<file path="config.mk">
export PLATFORM = sky130hd
export DESIGN_NAME = mmio_intc
export DESIGN_NICKNAME = d
export VERILOG_FILES = /design/src/rtl/mmio_intc.sv
export SDC_FILE = /design/constraint.sdc
export NUM_CORES = 1
export LEC_CHECK = 0
export ABC_CLOCK_PERIOD_IN_PS = 2310
export BUFFER_PORTS_ARGS = -buffer_cell sky130_fd_sc_hd__buf_2
export CAP_MARGIN = 20
export CORE_MARGIN = 2
export CORE_UTILIZATION = 40
export DETAILED_ROUTE_END_ITERATION = 16
export PLACE_DENSITY_LB_ADDON = 0.2
export REMOVE_ABC_BUFFERS = 1
export SYNTH_ARGS = -nofsm -noshare
export SYNTH_HDL_FRONTEND = slang
export SYNTH_SLANG_ARGS = --single-unit
</file>
<file path="constraint.sdc">
create_clock -name clk -period 2.31 [get_ports clk]
set_input_delay 0.3465 -clock clk [delete_from_list [all_inputs] [get_ports clk]]
set_output_delay 0.3465 -clock clk [all_outputs]
set_load 0.05 [all_outputs]
</file>
<file path="src/rtl/mmio_intc.sv">
// mmio_intc: IF/IE interrupt controller with priority arbiter and req/ack CPU dispatch.
// Define INTC_EDGE_DETECT_EN to capture sources on rising edges instead of as pulses.
module mmio_intc #(
  parameter int NUM_SRC = 5,
  parameter logic [15:0] VEC_BASE = 16'h0040,
  parameter int VEC_STRIDE = 8
) (
  input  logic clk,
  input  logic rst,
  input  logic [15:0] addr_select,
  input  logic write_enable,
  input  logic [7:0] write_value,
  output logic [7:0] read_out,
  input  logic [NUM_SRC-1:0] irq_src,
  input  logic ime,
  input  logic int_ack,
  output logic int_req,
  output logic [15:0] int_vector,
  output logic halt_wake
);
  localparam int IW = $clog2(NUM_SRC);
  typedef enum logic [1:0] {IDLE, REQ, DONE} state_t;
  state_t state, state_n;
  logic [NUM_SRC-1:0] if_r, if_n, pend, set, clr;
  logic [7:0] ie;
  logic [1:0] cnt_if, cnt_ie;
  logic [IW-1:0] sel_idx, winner;
  logic hit_if, hit_ie, commit_if, commit_ie, ack;
`ifdef INTC_EDGE_DETECT_EN
  logic [NUM_SRC-1:0] src_q;
  always_ff @(posedge clk) src_q <= rst ? '0 : irq_src;
  assign set = irq_src & ~src_q;
`else
  assign set = irq_src;
`endif
  assign hit_if = write_enable && addr_select == 16'hff0f;
  assign hit_ie = write_enable && addr_select == 16'hffff;
  assign commit_if = hit_if && cnt_if == 2'd1;
  assign commit_ie = hit_ie && cnt_ie == 2'd1;
  assign pend = if_r & ie[NUM_SRC-1:0];
  assign ack = state == REQ && int_ack;
  assign clr = ack ? NUM_SRC'(1) << sel_idx : '0;
  // write replaces, ack clears, source sets win last
  assign if_n = ((commit_if ? write_value[NUM_SRC-1:0] : if_r) & ~clr) | set;
  assign read_out = addr_select == 16'hff0f ? {{(8-NUM_SRC){1'b1}}, if_r} :
                    addr_select == 16'hffff ? ie : 8'haa;
  assign int_req = state == REQ;
  assign int_vector = VEC_BASE + 16'(VEC_STRIDE * int'(sel_idx));
  assign halt_wake = |pend;
  always_comb begin
    winner = '0;
    for (int i = NUM_SRC - 1; i >= 0; i--)
      if (pend[i]) winner = IW'(i);
  end
  always_comb begin
    state_n = state;
    case (state)
      IDLE: state_n = ime && |pend ? REQ : IDLE;
      REQ: state_n = int_ack ? DONE : (!ime || !pend[sel_idx]) ? IDLE : REQ;
      default: state_n = IDLE;
    endcase
  end
  always_ff @(posedge clk) begin
    if (rst) begin
      state <= IDLE;
      if_r <= '0;
      ie <= '0;
      cnt_if <= '0;
      cnt_ie <= '0;
      sel_idx <= '0;
    end else begin
      state <= state_n;
      if_r <= if_n;
      if (commit_ie) ie <= write_value;
      cnt_if <= hit_if ? cnt_if + 2'(cnt_if != 2'd2) : 2'd0;
      cnt_ie <= hit_ie ? cnt_ie + 2'(cnt_ie != 2'd2) : 2'd0;
      if (state == IDLE && state_n == REQ) sel_idx <= winner;
    end
  end
endmodule

</file>
# Word-level counts from Yosys, hierarchy flattened
# Index checks and enable logic that the tools add are counted.
# totals
ff_bits	22
latchBits	0
mem_bits_rw	0
romBits	0
in_bits	34
out_inout_bits	26
word_cells	54
n_memories	0
# op_classes
addsub	3
n_mul	0
n_div	0
magnitude_cmp	1
n_eq_ne	8
shift	1
muxes	15
bitwise	6
reduce_logical	14
# op_table
cell	n
== test 16 bit (second input constant)	2
2-to-1 mux 8 bit	2
2-to-1 mux 3 bit	5
AND 5 bit	2
2-to-1 mux 5 bit	2
adder 7 x 6 -> 8 bit (first input constant)	1
== test 2 x 1 -> 1 bit (second input constant)	4
logical AND 1 bit	7
inverter 5 bit	1
OR 5 bit	1
OR reduction 5 bit	1
left shift 1 x 3 -> 5 bit (first input constant)	1
adder 2 x 1 -> 2 bit	2
< comparator 3 x 4 -> 1 bit (second input constant)	1
!= test 2 bit (second input constant)	2
one-hot mux 2 bit (2 select lines)	1
OR reduction 2 bit	2
binary-select mux 1 bit (select 3 bit)	1
2-to-1 mux 1 bit	3
logical NOT 1 bit	2
logical NOT 2 bit	1
2-to-1 mux 2 bit	1
inverter 1 bit	2
logical OR 1 bit	1

# Longest topological paths before layout
# logic_depth
ltp_word	10
depth_mapped	6
ltp_nobuf	5

# Worst setup path after synthesis
# No wires, ideal clock.
# synth_path
path_type	input -> output
from	input addr_select[1]
to	output read_out[0]
t_arrival_ps	1876
t_required_ps	1964
slack_ps	87
path_stages	3
path_buffers	0
path_cell_list	nand4_1 > nor4_1 > a22o_1
# synth_between
elab_chain_cells	3
elab_cells_between_ends	4
classes_between	2 x eq/ne; 2 x mux
# synth_rtl
item	line_no	source
start, declared	10	input logic [15:0] addr_select,
== test 16 bit	46	addr_select == 16'hffff ? ie : 8'haa;
2-to-1 mux 8 bit	46	
2-to-1 mux 8 bit *	45	assign read_out = addr_select == 16'hff0f ? {{(8-NUM_SRC){1'b1}}, if_r} :
end, declared	13	output logic [7:0] read_out,
# Mark *: on every way between the ends. The rest lies on a longest branch, timed or not.

# Worst setup path in the final report
# layout_path
from	input addr_select[4]
to	output read_out[1]
# The elaborated chain is that of the path after synthesis.

==> out/qor_table.md <==
| Parameter | This run | Unit |
|---|---|---|
| Count of vias placed by the detailed router | 1374 | - |
| Mapped Avg Cell Area | 8.29 | µm² |
| Class of the tightest hold or removal check | input pin to flop | - |
| Clock tree sinks | 22 | - |
| First-pass GRT wire length | 5250 | µm |
| Total of flip-flops plus latches after synthesis | 22 | - |
| Growth of design area from synthesis to finish | 24.6 | % |
| Unrepaired setup endpoints after global routing | no | - |
| Post-cts hold buffer count | 0 | - |
| Final setup violation count | 0 | - |
| Endpoint class of the critical path | output port | - |
| Required time of the critical path | 1.96 | ns |
| # DRC | 0 | - |
| Cell depth of the worst min-delay path | 3 | - |
| Routed wire length | 3400 | µm |
| Largest incremental delay on the critical path | 0.53 | ns |
| Setup TNS | 0 | ns |
| Sequential element share of the synthesized area | 0.330 | - |
| Clock latency on the worst-skew pair | 0.30 | ns |
| Dominant register cell in the synthesized netlist | dfxtp_1 | - |
| Standard-cell row count | 20 | - |
| Areal power density over the cells | 408 | mW/mm² |
| Post-layout instance area | 0.00166 | mm² |
| Share of final-layout standard cells stronger than drive strength 1 | 0.306 | - |
| Total power of the final layout | 0.000678 | W |
| Post-synth EDFFs | 0 | - |
| Data arrival time of the critical path | 1.87 | ns |
| Number of diodes | 0 | - |
| Post-CTS Repair Setup Buffers | 0 | - |
| Post-place instance area | 0.00164 | mm² |
| Dominant delay contributor by cell family on the critical path | simple AND/OR/NAND/NOR gates | - |
| Final min period | 2.22 | ns |
| Outcome | complete, no violations | - |
| Setup crit start kind | input pin | - |
| Die Outline Area | 0.00382 | mm² |
| Top Ports | 60 | - |
| Worst vdd ir | 330 | µV |
| Routed Antenna Nets | 0 | - |
| Critical path peak fanout | 4 | - |
| Reg-to-reg critical path startpoint | ie[2] | - |
| Die Width | 61.8 | µm |
| Top cell type by total area after synthesis | dfxtp_1 | - |
| Starting Density | 0.430 | - |
| Maximum level of the CTS H-tree | 1 | - |
| Synth Cell Area | 0.00134 | mm² |
| Endpoint, Worst Hold | if_r[4] | - |
| Synthesized instance count | 161 | - |
| Final Hold Viols | 0 | - |
| Max_cap viols | 0 | - |
| Leakage | 0.695 | nW |
| Initial antenna violation count | 0 | - |
| Pin count of the biggest net entering global routing | 17 | - |
| R2r endpoint | sel_idx[1] | - |
| Routed length per instance | 13.1 | µm |
| Final Max Slew Viols | 0 | - |
| Initial drt markers | 60 | - |
| Total of cells resized after clock tree synthesis | 1 | - |
| Cell at the root of the clock tree | clkbuf_4 | - |
| Worst min-delay path startpoint | irq_src[4] | - |
| Async set-reset flop share out of synthesis | 0 | - |
| Share of Yosys cell area claimed by the top area cell type | 0.330 | - |
| CTS tree | yes | - |
| Total CTS buffers | 3 | - |
| Reg clk slew, reported paths | 0.12 | ns |
| Setup slack of the worst register-to-register path | 0.71 | ns |
| Slowest cell on the critical path | or4_4 | - |
| Port-buffer cells | 46 | - |
| Cells along the critical path | buf_2 > or4_4 > or4_4 > o22a_1 > buf_2 | - |
| Highest achievable clock rate | 451 | MHz |
| Final period util | 0.959 | - |
| Routability congestion estimate | 0.887 | - |
| Leading post-synthesis cells by cell area | dfxtp_1 33%, buf_4 7.3%, nand2_1 6.7% | - |
| Depth of the most critical reg-to-reg path | 5 | - |
| Core area | 0.00310 | mm² |
| Number of buffers and inverters on the critical path | 2 | - |
| Synth unique cells | 39 | - |
| Post-DR vias/cell | 5.28 | - |
| Pre-antenna DRT Iters | 4 | - |
| WS Path Type | input pin to output port | - |
| Total half-perimeter wirelength after legalization and detailed placement | 2660 | µm |
| Grt ovf | 0 | - |
| Final Skew | 0.00668 | ns |
| Via count of the first global-routing pass | 1238 | - |
| Clk buf depth | 2 | - |
| Nets@finish | 256 | - |
| Die height | 61.8 | µm |
| Number of warning messages in the yosys log | 0 | - |
| Global router's overall resource usage | 0.187 | - |
how the worst max path moves through the flow:
| stage | from | end | slack [ns] | cells after the start |
|---|---|---|---|---|
| 6_report | addr_select[4] | read_out[1] | 0.09 | 5 |
| 5_1_grt | addr_select[4] | read_out[0] | 0.01 | 7 |
| 4_1_cts | addr_select[4] | read_out[0] | 0.09 | 7 |
| 3_5_place_dp | addr_select[4] | read_out[1] | -0.07 | 5 |
| 3_3_place_gp | addr_select[4] | read_out[1] | -0.07 | 5 |
| 2_1_floorplan | addr_select[1] | read_out[0] | 0.09 | 3 |
power breakdown:
group	switching [W]	total, W	internal, W
Combinational	0.0000748	0.000110	0.0000348
Clock	0.000111	0.000171	0.0000607
Sequential	0.00000982	0.000397	0.000387
registers in the layout, indices dropped and copies added (netlist names):
name     count
cnt_ie       2
cnt_if       2
ie           8
if_r         5
sel_idx      3
state        2
area by class of cell:
type	instances	area, µm²
Clock buffer	3	22.5
Fill cell	302	1440
Inverter	7	26.3
Multi-Input combinational cell	126	800
Sequential cell	22	440
Tap cell	44	55.1
Timing Repair Buffer	58	320
logic make-up after synthesis:
logic type | Yosys count | share of synthesized area
flip-flops | 22 | 0.330
other | 2 | 0.00563
AND/OR/NAND/NOR | 71 | 0.295
adder cells (fa/ha/maj) | 4 | 0.0375
buffers and inverters | 24 | 0.104
multiplexers | 5 | 0.0375
AO/OA/AOI/OAI | 33 | 0.190
per-stage QoR:
stage / std cells / utilization / hold slack [ns] / worst slack [ns]
after floorplan: 155 / - / 0.416 / 0.0872
after global placement: 257 / 0.528 / 0.454 / -0.0704
after detailed placement: 257 / 0.528 / 0.462 / -0.0747
after CTS: 260 / 0.536 / 0.245 / 0.0933
after global routing: 260 / 0.536 / 0.242 / 0.0133
final: 260 / 0.536 / 0.250 / 0.0949
metal layers:
metal  share of wire  vias to the layer above  track usage
li1                -                      689            -
met1            0.45                      628        0.239
met2            0.48                       55        0.317
met3           0.070                        2       0.0186
met4          0.0071                        0       0.0851
met5               0                        -            0
tightest hold or removal path, stage by stage:
cell	delay, ns
buf_2	0.08
nand2_1	0.04
o311ai_0	0.06
synthesized netlist by cell type, drive strengths merged (3+ instances only):
library cell / number
clkbuf: 3
buf: 14
nor2b: 3
ha: 4
a22o: 5
a21oi: 9
nand2: 24
nand3: 4
mux2i: 5
or4: 7
a221o: 3
and2: 5
o2111a: 3
nand4: 8
nor2: 7
dfxtp: 22
o311ai: 3
inv: 7
o21ai: 3
layout by cell type (no fill, tap or decap), drive strengths merged, types with 2 or more instances in the layout:
cell     n
clkbuf   3
nand2   24
nand4    8
buf     58
ha       4
mux2i    5
or4      7
nor4     2
conb    13
o21ai    3
nor2     7
inv      7
nand3    4
nand3b   2
nand2b   2
a22o     5
and3     2
o311ai   3
and2     5
o2111a   3
o22a     2
nor2b    3
a221o    3
a21oi    9
dfxtp   22
No activity file was read; power rests on OpenSTA's default activity.
